**config.mk**
```make
export PLATFORM = sky130hd
export DESIGN_NAME = change_event_tx
export DESIGN_NICKNAME = d
export VERILOG_FILES = /design/src/rtl/change_event_tx.sv
export SDC_FILE = /design/constraint.sdc
export NUM_CORES = 1
export LEC_CHECK = 0
export CAP_MARGIN = 5
export CORE_ASPECT_RATIO = 1.1
export CORE_MARGIN = 5
export CORE_UTILIZATION = 58
export DETAILED_ROUTE_END_ITERATION = 8
export PLACE_DENSITY_LB_ADDON = 0.15
export SLEW_MARGIN = 20
export SYNTH_ARGS = -nofsm -noshare
export SYNTH_HDL_FRONTEND = slang
export SYNTH_SLANG_ARGS = --single-unit
```
**constraint.sdc**
```tcl
create_clock -name clk -period 2.9 [get_ports clk]
set_clock_uncertainty 0.05 [all_clocks]
set_input_delay 0.58 -clock clk [delete_from_list [all_inputs] [get_ports clk]]
set_output_delay 0.58 -clock clk [all_outputs]
set_load 0.01 [all_outputs]
```
**src/rtl/change_event_tx.sv**
```systemverilog
// change_event_tx
//   Queues sensor change events ({chan, data}) in a small FIFO and sends each
//   one on a single serial pin as a 13-bit frame:
//   start(0), chan LSB-first, data LSB-first, even parity over the 10 payload
//   bits, stop(1). Every bit is held for BAUD_DIV clock cycles.
//   Overflow is flagged (sticky) instead of back-pressuring the producer.
//
// Ports
//   clk        system clock, rising edge
//   rst_n      asynchronous active-low reset
//   evt_valid  event strobe, one event per high cycle
//   evt_chan   channel index of the event
//   evt_data   new channel value
//   clr_ovf    synchronous clear of the overflow flag
//   tx         serial line, idle high, registered
//   busy       high while a frame is on the line
//   fifo_full  level == DEPTH
//   level      number of queued entries
//   overflow   sticky: at least one event was dropped
module change_event_tx #(
  parameter int DEPTH    = 4,
  parameter int BAUD_DIV = 16
) (
  input  logic                     clk,
  input  logic                     rst_n,
  input  logic                     evt_valid,
  input  logic [1:0]               evt_chan,
  input  logic [7:0]               evt_data,
  input  logic                     clr_ovf,
  output logic                     tx,
  output logic                     busy,
  output logic                     fifo_full,
  output logic [$clog2(DEPTH):0]   level,
  output logic                     overflow
);

  localparam int PW = $clog2(DEPTH);
  localparam int LW = PW + 1;
  localparam int BW = $clog2(BAUD_DIV);
  localparam logic [LW-1:0] LVL_FULL  = LW'(DEPTH);
  localparam logic [BW-1:0] BAUD_LAST = BW'(BAUD_DIV - 1);

  typedef enum logic [2:0] {
    S_IDLE,
    S_START,
    S_PAYLOAD,
    S_PARITY,
    S_STOP
  } state_t;

  state_t        state_q, state_d;
  logic [BW-1:0] baud_q, baud_d;
  logic [3:0]    bit_q, bit_d;
  logic [9:0]    shreg_q, shreg_d;
  logic          parity_q, parity_d;
  logic          tx_q, tx_d;
  logic          busy_q, busy_d;
  logic [PW-1:0] wr_ptr_q, wr_ptr_d;
  logic [PW-1:0] rd_ptr_q, rd_ptr_d;
  logic [LW-1:0] level_q, level_d;
  logic          overflow_q, overflow_d;

  // Entry layout {data, chan}: bit 0 is the first payload bit on the line.
  logic [9:0]    fifo_mem [DEPTH];

  logic          pop;
  logic          push;
  logic          drop;
  logic          baud_end;
  logic [9:0]    head;

  // FIFO control. A full FIFO still accepts an event when the head is
  // popped in the same cycle.
  always_comb begin
    pop  = (state_q == S_IDLE) && (level_q != '0);
    push = evt_valid && ((level_q != LVL_FULL) || pop);
    drop = evt_valid && !push;
    head = fifo_mem[rd_ptr_q];

    wr_ptr_d = push ? wr_ptr_q + PW'(1) : wr_ptr_q;
    rd_ptr_d = pop  ? rd_ptr_q + PW'(1) : rd_ptr_q;

    case ({push, pop})
      2'b10:   level_d = level_q + LW'(1);
      2'b01:   level_d = level_q - LW'(1);
      default: level_d = level_q;
    endcase

    // A drop in the same cycle as a clear leaves the flag set.
    if (drop)
      overflow_d = 1'b1;
    else if (clr_ovf)
      overflow_d = 1'b0;
    else
      overflow_d = overflow_q;
  end

  // Transmit FSM. tx_d/busy_d are computed for the state being entered so the
  // line and busy flag come straight from flops.
  always_comb begin
    state_d  = state_q;
    baud_d   = baud_q;
    bit_d    = bit_q;
    shreg_d  = shreg_q;
    parity_d = parity_q;
    tx_d     = tx_q;
    busy_d   = busy_q;
    baud_end = (baud_q == BAUD_LAST);

    if (state_q != S_IDLE)
      baud_d = baud_end ? '0 : baud_q + BW'(1);

    case (state_q)
      S_IDLE: begin
        if (pop) begin
          // Payload and parity are latched here, so later FIFO traffic
          // cannot disturb the frame in flight.
          state_d  = S_START;
          baud_d   = '0;
          shreg_d  = head;
          parity_d = ^head;
          tx_d     = 1'b0;
          busy_d   = 1'b1;
        end
      end
      S_START: begin
        if (baud_end) begin
          state_d = S_PAYLOAD;
          bit_d   = '0;
          tx_d    = shreg_q[0];
          shreg_d = {1'b0, shreg_q[9:1]};
        end
      end
      S_PAYLOAD: begin
        if (baud_end) begin
          if (bit_q == 4'd9) begin
            state_d = S_PARITY;
            tx_d    = parity_q;
          end else begin
            bit_d   = bit_q + 4'd1;
            tx_d    = shreg_q[0];
            shreg_d = {1'b0, shreg_q[9:1]};
          end
        end
      end
      S_PARITY: begin
        if (baud_end) begin
          state_d = S_STOP;
          tx_d    = 1'b1;
        end
      end
      S_STOP: begin
        if (baud_end) begin
          state_d = S_IDLE;
          tx_d    = 1'b1;
          busy_d  = 1'b0;
        end
      end
      default: begin
        state_d = S_IDLE;
        tx_d    = 1'b1;
        busy_d  = 1'b0;
      end
    endcase
  end

  always_ff @(posedge clk or negedge rst_n) begin
    if (!rst_n) begin
      state_q    <= S_IDLE;
      baud_q     <= '0;
      bit_q      <= '0;
      shreg_q    <= '0;
      parity_q   <= 1'b0;
      tx_q       <= 1'b1;
      busy_q     <= 1'b0;
      wr_ptr_q   <= '0;
      rd_ptr_q   <= '0;
      level_q    <= '0;
      overflow_q <= 1'b0;
    end else begin
      state_q    <= state_d;
      baud_q     <= baud_d;
      bit_q      <= bit_d;
      shreg_q    <= shreg_d;
      parity_q   <= parity_d;
      tx_q       <= tx_d;
      busy_q     <= busy_d;
      wr_ptr_q   <= wr_ptr_d;
      rd_ptr_q   <= rd_ptr_d;
      level_q    <= level_d;
      overflow_q <= overflow_d;
    end
  end

  // Storage needs no reset: level/pointers define which entries are valid.
  always_ff @(posedge clk) begin
    if (push)
      fifo_mem[wr_ptr_q] <= {evt_data, evt_chan};
  end

  assign tx        = tx_q;
  assign busy      = busy_q;
  assign level     = level_q;
  assign fifo_full = (level_q == LVL_FULL);
  assign overflow  = overflow_q;

endmodule

```
; ---- After elaboration in Yosys (flattened, before gate mapping)
; Memory sizes are Yosys's and may differ from the RTL's.
; Index checks and enable logic that the tools add are counted.
; W data, S select, Z words.
[totals]
register_bits = 32
ram_bits = 40
input_bits = 14
mem_count = 1
romBits = 0
latch_bits = 0
output_inout_bits = 7
elab_cells = 92
[memory_table]
columns = name, words, width, rd, rd_clocked_by_memory_dff, wr, line_no
row1 = fifo_mem, 4, 10, 1, 0, 1, 64  ; logic [9:0] fifo_mem [DEPTH];
[classes]
eq_ne = 18
add_sub_neg = 6
bitwise = 1
n_reduce_logical = 21
n_mul = 0
magnitude_cmp = 0
mux = 34
div_mod_pow = 0
shifts = 0
[ops]
columns = cell, count
row1 = $mux W10, 4
row2 = $pmux W10 S3, 1
row3 = $mux W4, 7
row4 = $mux W3, 6
row5 = $pmux W3 S5, 1
row6 = $ne A2 B2 Y1 const B, 7
row7 = $mux W1, 11
row8 = $reduce_xor A10 Y1, 1
row9 = $reduce_bool A3 Y1, 3
row10 = $add A4 B1 Y4 const B, 2
row11 = $eq A4 B4 Y1 const B, 2
row12 = $pmux W4 S2, 1
row13 = $reduce_and A4 Y1, 2
row14 = $eq A3 B2 Y1 const B, 2
row15 = $eq A3 B3 Y1 const B, 2
row16 = $pmux W3 S2, 1
row17 = $reduce_and A6 Y1, 1
row18 = $reduce_bool A2 Y1, 3
row19 = $reduce_and A5 Y1, 1
row20 = $add A2 B1 Y2 const B, 2
row21 = $pmux W1 S4, 1
row22 = $add A3 B1 Y3 const B, 1
row23 = $eq A3 B1 Y1 const B, 1
row24 = $logic_and A1 B1 Y1, 3
row25 = 14 further kinds, 14

; ---- Depth between registers and ports, before layout
; Gate-level depths: netlist (run 1).
[depth]
depth_word = 7
depth_mapped = 9
mapped_depth_nobuf = 7

; ---- Worst setup path before layout (run 1)
; OpenSTA, ideal clock, no wires.
[synth_path]
path_type = reg-to-reg
startpoint = register state_q[2]
endpoint = register level_q[1], in the netlist level[1]
path_stages_with_launch = 10
path_buffers = 2
setup_time_ns = 0.087
period_less_slack_ns = 2.411
t_required_ns = 2.763
slack_ns = 0.489
t_arrival_ns = 2.274
cell_sequence = dfrtp_1 clkbuf_1 or3_1 clkbuf_1 nor2_2 nand2_1 fa_1 a31oi_1 o221ai_1 a22oi_1
[synth_between]
elab_chain_cells = 6
elab_cells_between_ends = 8
classes_between = eq/ne (2) / mux (1) / reduce/logical (5)
[synth_lines]
columns = element, line_no
row1 = start: declaration, 51  ; state_t state_q, state_d;
row2 = start signal: assignment, 181  ; state_q <= state_d;
row3 = $logic_not A3 Y1 (*), 75  ; pop = (state_q == S_IDLE) && (level_q != '0);
row4 = $logic_and A1 B1 Y1 (*), 75
row5 = $logic_or A1 B1 Y1, 76  ; push = evt_valid && ((level_q != LVL_FULL) || pop);
row6 = $logic_and A1 B1 Y1, 76
row7 = $eq A2 B1 Y1 or $eq A2 B2 Y1 (tied branches), 83  ; case ({push, pop})
row8 = $pmux W3 S2 or $reduce_bool A2 Y1 (tied branches), --
row9 = end signal: assignment, 190  ; level_q <= level_d;
row10 = end: declaration, 60  ; logic [LW-1:0] level_q, level_d;
; Mark *: on every way between the ends. The rest lies on a longest branch, timed or not.
; A chain may end at the register's enable or synchronous reset.

; ---- Final worst setup path (run 1)
[layout_path]
startpoint = register level_q[0], in the netlist level[0]
endpoint = output fifo_full
[layout_between]
elab_chain_cells = 1
[layout_lines]
columns = element, line_no
row1 = $eq A3 B3 Y1, 204  ; assign fifo_full = (level_q == LVL_FULL);
row2 = end: declaration, 32  ; output logic fifo_full,
; No other way between the ends.

==> results.py, run 1 <==
metrics = {
    "sta": {
        "fin_crit_ns": 2.45,
        "drv_slew": 0,
        "fin_ws_ns": 0.453,
        "hold_ws_ns": 0.459,
        "fmax_mhz": 409,
        "rsz0062_at_grt": "false",
        "setup_viol": 0,
        "relSlewSlack_pct": 60.1,
        "fin_crit_sh_pct": 84.4,
        "fin_tns_setup_ns": 0,
        "tightest_slew_ns": 0.594,
        "hold_viol": 0,
    },
    "floorplanning": {
        "dieHeight_um": 89.2,
        "initial_utilization_pct": 60.6,
        "design.core.area_mm2": 0.00547,
        "io_pins": 21,
        "die_area_mm2": 0.00732,
        "rows": 28,
        "die_w_um": 82.0,
    },
    "pwr": {
        "p_per_area_mw_per_mm2": 1040,
        "power.leakage_nw": 1.46,
        "peakVddDrop_uv": 747,
    },
    "clock_network": {
        "post_cts_buffers": 0,
        "clk_pin_slew_worst_paths_ns": 0.08,
        "cts_tree": "built",
        "cts.sinks": 72,
        "clock_path_buffers": 2,
        "cts_resized": 0,
        "htree_levels": 3,
        "cts_buffers": 9,
        "clock_latency_ns": 0.35,
        "cts_root_buf": "clkbuf_8",
        "postCtsHoldBufs": 0,
    },
    "synthesis": {
        "synth_most_common_cell": "edfxtp_1",
        "synth-seq-area-share_pct": 60.5,
        "synth_area_per_cell_um2": 14.4,
        "synthMuxAreaShare_pct": 14.7,
        "netlist_top_cells_area": "edfxtp_1, dfrtp_1, mux4_1, mux2_2, ha_1",
        "yosys-top-cells-count": "edfxtp_1, dfrtp_1, mux2_2",
        "syn_area_mm2": 0.00331,
        "synth.top_cell.area_share_pct": 36.3,
        "yosysTopAreaCell": "edfxtp_1",
        "synth-seq-cells": 72,
        "synth.distinct_cells": 40,
        "synth_edf_count": 40,
        "synth_top_family_by_area": "multiplexers",
        "synthAdderAreaFrac_pct": 3.25,
        "ys.flop_type": "edfxtp_1",
        "synth-simple-area-share_pct": 8.24,
        "synthesis.nets": 252,
        "synth_xor_area_share_pct": 4.88,
        "syn_inst": 230,
        "ys.warnings.count": 0,
        "async_flop_share_pct": 44.4,
        "synth_compound_area_share_pct": 6.27,
    },
    "critical_path": {
        "reg2reg_setup_slack_ns": 0.51,
        "start_kind": "flip-flop",
        "path_cells": "nor3b_1 -> clkdlybuf4s50_1",
        "arrival_ns": 1.82,
        "cp_num_buf_inv": 1,
        "required_ns": 2.27,
        "critPathCaptureType": "output pin",
        "path_class": "reg2out",
        "slowest_stage": "clkdlybuf4s50_1",
        "cpPeakStageDelay_ns": 0.62,
        "cpLargestDelayFamily": "buffers and inverters",
        "path_max_fanout": 7,
    },
    "place": {
        "post-place-ws_ns": 0.361,
        "port_buffers": 20,
        "dpl.hpwl_mm": 3.76,
        "gp_congestion": 0.739,
        "place_area_mm2": 0.00361,
    },
    "route": {
        "vias_per_cell": 5.49,
        "vias": 1868,
        "wl_mm": 5.39,
        "drc": 0,
        "antenna_left": 0,
        "drt-initial-drc-count": 102,
        "dr.pass1.iters": 4,
        "wl_per_cell_um": 15.8,
    },
    "grt": {
        "antenna_found_initial": 0,
        "grt_pass1_wl_mm": 8.99,
        "overflow": 0,
        "grt_usage_pct": 16.9,
        "grt_pass1_vias": 1878,
        "grt_start_max_net_pins": 33,
    },
    "layout": {
        "final_core_util_pct": 69.9,
        "drive_above_1_share_pct": 18.5,
        "synthToLayoutAreaGrowth_pct": 15.5,
        "fill_cells": 413,
        "antenna_cells": 0,
        "design_area_mm2": 0.00382,
        "nNetsFinal": 282,
    },
    "worst_hold_path": {
        "hp-class": "reg2reg",
    },
    "run_status": {
        "outcome": "completed",
    },
    "flow_run": {
        "maxCapViolations": 0,
    },
}
[cell usage in the layout (no fill, tap or decap), types with 4 or more instances in the layout]
cell and instances:
edfxtp_1 40, dfrtp_1 31, clkdlybuf4s50_1 20, mux2_2 18
o21ai_0 16, nand2_1 11, nor2_1 11, xnor2_1 10
inv_1 9, clkbuf_8 9, mux4_1 8, ha_1 7
nor3_1 6, nand3_1 6, buf_4 6, and2_1 5
xor2_1 4, nand2b_1 4
[metrics by stage]
step	total power, W	instances
2_1_floorplan	0.00282	230
5_1_grt	0.00425	340
3_5_place_dp	0.00320	324
4_1_cts	0.00403	340
6_report	0.00399	340
3_3_place_gp	0.00315	324
[cells by family (layout without fill, tap and decap cells)]
family / count (synthesis) / after routing
XOR/XNOR: 16 / 16
AO/OA/AOI/OAI: 33 / 33
multiplexers: 31 / 31
flip-flops: 72 / 72
adder cells (fa/ha/maj): 8 / 8
AND/OR/NAND/NOR: 54 / 54
buffers and inverters: 16 / 51
[final cells by class]
cell class	count	area (um2)	share of cell area, %
sequential	72	2000	52.4
multi-input combinational	142	1240	32.4
tap	75	93.8	2.45
inverter	9	33.8	0.884
clock inverter	7	85.1	2.23
timing repair buffer	26	245	6.42
clock buffer	9	124	3.24
[routing by layer]
layer  routed length [um]  vias up  global-route usage [%]
met5                    0        -                       0
met4                  121        0                    8.61
met3                  192       10                    3.93
met2                 2580       28                    25.8
met1                 2490      915                    22.9
li1                     -      915                       -
[sequential cells by signal (all words and copies together), names as in the netlist]
signal / count
fifo_mem: 40
shreg_q: 10
baud_q: 4
bit_q: 4
level: 3
state_q: 3
rd_ptr_q: 2
wr_ptr_q: 2
busy: 1
overflow: 1
parity_q: 1
tx: 1
[power breakdown]
part / internal, W / total [W] / leakage [nW] / switching (W)
Clock: 0.000415 / 0.000823 / 0.107 / 0.000408
Sequential: 0.00140 / 0.00163 / 0.754 / 0.000230
Combinational: 0.000873 / 0.00154 / 0.595 / 0.000664
[path summary, 6_finish.rpt]
path                                               from                      to  depth (start not counted)
worst max-delay path               level[0]$_DFFE_PN0P_               fifo_full                          2
worst min-delay path             shreg_q[3]$_DFFE_PN0P_  shreg_q[3]$_DFFE_PN0P_                          1
worst max register to register  rd_ptr_q[0]$_DFFE_PN0N_    parity_q$_DFFE_PN0P_                          5
worst min register to register   shreg_q[3]$_DFFE_PN0P_  shreg_q[3]$_DFFE_PN0P_                          1
max in group asynchronous                         rst_n          tx$_DFFE_PN1P_                          2
min in group asynchronous                         rst_n    bit_q[1]$_DFFE_PN0P_                          2
Power figures use the tool's default switching activity.
==> run 2, diff against run 1 <==
==> constraint.sdc (replaced) <==
create_clock -name clk -period 2.5 [get_ports clk]
set_clock_uncertainty 0.05 [all_clocks]
set_input_delay 0.5 -clock clk [delete_from_list [all_inputs] [get_ports clk]]
set_output_delay 0.5 -clock clk [all_outputs]
set_load 0.01 [all_outputs]
==> results.py, run 2 (synthesis gave the netlist of run 1 again) <==
metrics = {
    "sta": {
        "fin_crit_ns": 2.38,
        "setup_viol": 0,
        "drv_slew": 0,
        "fmax_mhz": 420,
        "rsz0062_at_grt": "false",
        "fin_crit_sh_pct": 95.1,
        "tightest_slew_ns": 0.690,
        "fin_tns_setup_ns": 0,
        "relSlewSlack_pct": 53.7,
        "hold_viol": 0,
    },
    "grt": {
        "grt_pass1_wl_mm": 9.43,
        "grt_start_max_net_pins": 33,
        "grt_usage_pct": 17.9,
        "overflow": 0,
        "antenna_found_initial": 0,
        "grt_pass1_vias": 1956,
    },
    "clock_network": {
        "cts_root_buf": "clkbuf_8",
        "clock_path_buffers": 2,
        "cts_tree": "built",
        "cts.sinks": 72,
        "post_cts_buffers": 0,
        "cts_resized": 0,
        "clock_latency_ns": 0.34,
        "clk_pin_slew_worst_paths_ns": 0.07,
        "cts_buffers": 9,
        "postCtsHoldBufs": 0,
        "htree_levels": 3,
    },
    "flow_run": {
        "maxCapViolations": 0,
    },
    "layout": {
        "regMostFlops": "fifo_mem",
        "nNetsFinal": 290,
        "drive_above_1_share_pct": 20.5,
        "reg.largest.list": "fifo_mem: 40 flops, shreg_q: 10 flops",
        "synthToLayoutAreaGrowth_pct": 18.3,
        "final_common_cell": "edfxtp_1",
        "fill_cells": 375,
        "antenna_cells": 0,
        "fin_cells": 348,
        "final_cell_mix": "edfxtp_1, dfrtp_1, clkdlybuf4s50_1",
        "largest_reg_flops": 40,
    },
    "worst_hold_path": {
        "hp-class": "reg2reg",
    },
    "route": {
        "antenna_left": 0,
        "vias_per_cell": 5.61,
        "drt-initial-drc-count": 93,
        "wl_per_cell_um": 16.0,
        "wl_met3_um": 212,
        "m1WireLength_mm": 2.53,
        "drc": 0,
        "wl_mm": 5.58,
        "top_layer": "met4",
        "met2WireLength_mm": 2.72,
        "vias": 1954,
        "dr.pass1.iters": 4,
    },
    "floorplanning": {
        "rows": 28,
        "dieHeight_um": 89.2,
        "die_area_mm2": 0.00732,
        "initial_utilization_pct": 60.6,
        "io_pins": 21,
        "design.core.area_mm2": 0.00547,
        "die_w_um": 82.0,
    },
    "critical_path": {
        "required_ns": 1.95,
        "critPathCaptureType": "output pin",
        "cpPeakStageDelay_ns": 0.63,
        "cp_num_buf_inv": 1,
        "arrival_ns": 1.83,
        "start_kind": "flip-flop",
        "slowest_stage": "clkdlybuf4s50_1",
        "path_class": "reg2out",
        "path_max_fanout": 7,
        "path_cells": "nor3b_1 -> clkdlybuf4s50_1",
        "cpLargestDelayFamily": "buffers and inverters",
    },
    "place": {
        "gp_congestion": 0.776,
        "dp.cells": 332,
        "port_buffers": 20,
        "dpl.hpwl_mm": 3.84,
    },
    "pwr": {
        "peakVddDrop_uv": 787,
        "p_per_area_mw_per_mm2": 1240,
        "power.leakage_nw": 1.51,
    },
    "run_status": {
        "outcome": "completed",
    },
}
run 2: changes by cell type in the layout (fill, tap and decap cells not counted), sizes merged:
cell and change:
bufinv +2, clkinv +2, inv -4, buf +8
run 2: report_power, final:
part,switching [W],internal (W),total (W),leakage (nW)
clock,0.000429,0.000664,0.00109,0.121
sequential,0.000255,0.00162,0.00188,0.754
combinational,0.000819,0.00107,0.00189,0.635
run 2: worst paths after layout:
path / slack [ns] / endpoint / cells after the start / from
max: 0.12 / fifo_full / 2 / level[0]$_DFFE_PN0P_
min: 0.46 / shreg_q[3]$_DFFE_PN0P_ / 1 / shreg_q[3]$_DFFE_PN0P_
max reg2reg: 0.17 / parity_q$_DFFE_PN0P_ / 6 / rd_ptr_q[0]$_DFFE_PN0N_
min reg2reg: 0.46 / shreg_q[3]$_DFFE_PN0P_ / 1 / shreg_q[3]$_DFFE_PN0P_
max in group asynchronous: 1.54 / tx$_DFFE_PN1P_ / 2 / rst_n
min in group asynchronous: 0.51 / shreg_q[9]$_DFFE_PN0P_ / 2 / rst_n
run 2: area by class of cell:
cell class	count	area [um2]	area share, %
inverter	9	33.8	0.862
timing repair buffer	34	305	7.79
clock inverter	7	120	3.07
tap	75	93.8	2.40
clock buffer	9	124	3.16
multi-input combinational	142	1240	31.6
sequential	72	2000	51.1
run 2: per-stage QoR:
stage                     utilization (%)  cell area, um2  hold WS [ns]  setup slack, ns  power, W
after detailed placement             67.2            3670         0.442            0.122   0.00380
after global placement               67.2            3670         0.436            0.213   0.00373
after global routing                 71.7            3920         0.478           0.0119   0.00519
final                                71.7            3920         0.460            0.121   0.00486
after floorplan                         -            3310         0.154           0.0888   0.00327
after CTS                            71.7            3920         0.461            0.100   0.00491
run 2: routing by layer:
layer	vias up	GRT usage [%]
met4	0	8.16
met3	12	4.74
met1	973	22.9
li1	936	-
met5	-	0
met2	33	28.8
==> run 3, diff against run 2 <==
--- a/config.mk
+++ b/config.mk
@@ -5,6 +5,7 @@
 export SDC_FILE = /design/constraint.sdc
 export NUM_CORES = 1
 export LEC_CHECK = 0
+export ABC_CLOCK_PERIOD_IN_PS = 2500
 export CAP_MARGIN = 5
 export CORE_ASPECT_RATIO = 1.1
 export CORE_MARGIN = 5
==> results of run 3 <==
The final DEF is identical to that of run 2; final timing and power are the same.
==> variant, RTL diff (settings of run 3) <==
Take the reset off `shreg_q` and load it in a clocked block of its own.
--- a/src/rtl/change_event_tx.sv
+++ b/src/rtl/change_event_tx.sv
@@ -169,7 +169,6 @@
       state_q    <= S_IDLE;
       baud_q     <= '0;
       bit_q      <= '0;
-      shreg_q    <= '0;
       parity_q   <= 1'b0;
       tx_q       <= 1'b1;
       busy_q     <= 1'b0;
@@ -181,7 +180,6 @@
       state_q    <= state_d;
       baud_q     <= baud_d;
       bit_q      <= bit_d;
-      shreg_q    <= shreg_d;
       parity_q   <= parity_d;
       tx_q       <= tx_d;
       busy_q     <= busy_d;
@@ -192,6 +190,10 @@
     end
   end
 
+  always_ff @(posedge clk) begin
+    shreg_q <= shreg_d;
+  end
+
   // Storage needs no reset: level/pointers define which entries are valid.
   always_ff @(posedge clk) begin
     if (push)
Check against the original RTL: same outputs for any inputs over 10 cycles, from zero or initial values and one cycle with rst_n low; that may be too few to reach the edited logic, so the function may still have changed.
==> variant against run 3 <==
- critical endpoint is now level[1]
- synthesized area decreased by 2.3%
- final area decreased by 3.6%
- total power decreased by 7.8%
- clock power decreased by 17%
- wire length decreased by 3.4%
- worst hold slack improved by 2.3 ps
- core utilization decreased by 1.7 points
- largest cell class unchanged
- sequential cell count unchanged
- worst setup slack improved by 94 ps
- critical path type is now reg -> reg
==> variant: results (changes against run 3) <==
GRT Util Overall=17.58% (-0.36 points); YS warnings=0 (unchanged); largest delay contributor family on the critical path=simple AND/OR/NAND/NOR gates; crit-path max cell delay=520 ps (-110 ps); Crit-path slowest cell=or3_1; Slew HR=57.52% (+3.8 points); Finished Layout Cells=330 (-5.2%); Post-CTS Setup Bufs=0 (unchanged); DRT iter0 DRCs=85 (-8.6%); DR vias/cell=5.594 (-0.37%); Fill cells=374 (-0.27%); Seq/Total Area, Yosys=63.51% (+3.0 points); status=complete, no violations; Synth Area in Adders=3.328% (+0.078 points); P_leak=1.392 nW (-7.8%); R2R setup slack=210 ps (+40 ps); average cell area after synthesis=14.97 um2 (+4.0%); Distinct cells, synth=43 (+7.5%); worst-path fanout max=7 (unchanged); Worst EP arrival=2480 ps (+650 ps); Compound-Gate Fraction of Synth Area=6.115% (-0.16 points); Min-Delay Path Class=in -> async; syn nets=238 (-5.6%); largest net degree at the start of global routing=23 (-30%); largest cells by area after synthesis=edfxtp_1 (46%), dfrtp_1 (16%), mux4_1 (6.5%); Antenna Cells=0 (unchanged); vias in the first global route=2,020 (+3.3%); Setup crit start=state_q[2]; Synth async-reset ratio=30.56% (-14 points); first-pass detailed-route iteration total=4 (unchanged); share of cells above drive strength 1=17.25% (-3.3 points); clk buf depth=2 (unchanged); final wirelength=5.389 mm (-3.4%); Detail Placement HPWL=4.053 mm (+5.6%); routability cong.=0.7898 (+1.8%); mux contribution to synthesized area=11.96% (-2.8 points); Placed Cells=314 (-5.4%); Nets=272 (-6.2%); synth cell count leaders=edfxtp_1 (50), dfrtp_1 (21), nor2_1 (13), o21ai_0 (11), xnor2_1 (11); register name with the most flops=fifo_mem; Post-synth EDFFs=50 (+25%); peak supply drop=0.0006118 V (-22%); xor/xnor cell area share of the yosys netlist=4.992% (+0.12 points); global-route wire length before repair=9.211 mm (-2.3%)
variant: changes by cell type in the layout (fill, tap and decap cells not counted), moves of 3 or more:
cell and delta:
o21ai_0 -5, dfrtp_1 -10, nand2_1 -3, buf_4 -4, mux2_2 -9, edfxtp_1 +10
variant: path summary, 6_finish.rpt:
path / to / cells after the start
worst min-delay path: bit_q[0] / 2
max in group asynchronous: tx / 2
worst min register to register: baud_q[3] / 1
worst max register to register: level[1] / 7
min in group clk: baud_q[3] / 1
worst max-delay path: level[1] / 7
variant: through the flow:
step,setup slack (ps),hold slack (ps),cell area (um2)
after global routing,84.49,471.9,3775
after CTS,59.20,459.7,3770
after floorplan,78.35,154.4,3233
after detailed placement,176.0,464.7,3567
after global placement,269.6,456.4,3567
final,214.8,462.7,3775
variant: repair_timing:
action / CTS / global route
hold buffers: 0 / 0
hold endpoints to repair: 0 / 0
resized for setup: 0 / 1
endpoints found under the setup margin: 0 / 1
variant: final cells by class:
cell class,instances,area [um2],area share [%]
clock buffer,9,123.9,3.281
clock inverter,7,78.83,2.088
inverter,9,33.78,0.8949
multi-input combinational,128,1116,29.57
sequential,72,2053,54.39
tap,75,93.84,2.486
timing repair buffer,30,275.3,7.292
variant: cells by family after synthesis:
family | Yosys count
flops | 72
simple gates | 51
compound gates | 31
mux | 22
xor+xnor | 16
buf+inv | 16
fa+ha+maj | 8
variant: power by group:
| part | internal [mW] | leakage, nW | switching, mW |
|---|---|---|---|
| clock | 0.471 | 0.104 | 0.435 |
| sequential | 1.65 | 0.724 | 0.225 |
| combinational | 0.929 | 0.563 | 0.764 |
| total | 3.05 | 1.39 | 1.42 |
variant: layer usage:
metal / vias up / routed length [um] / track usage, %
met4: 0 / 111 / 8.756
met3: 12 / 175 / 4.379
met2: 36 / 2929 / 30.84
met5: - / 0 / 0
met1: 910 / 2172 / 19.93
li1: 888 / - / -
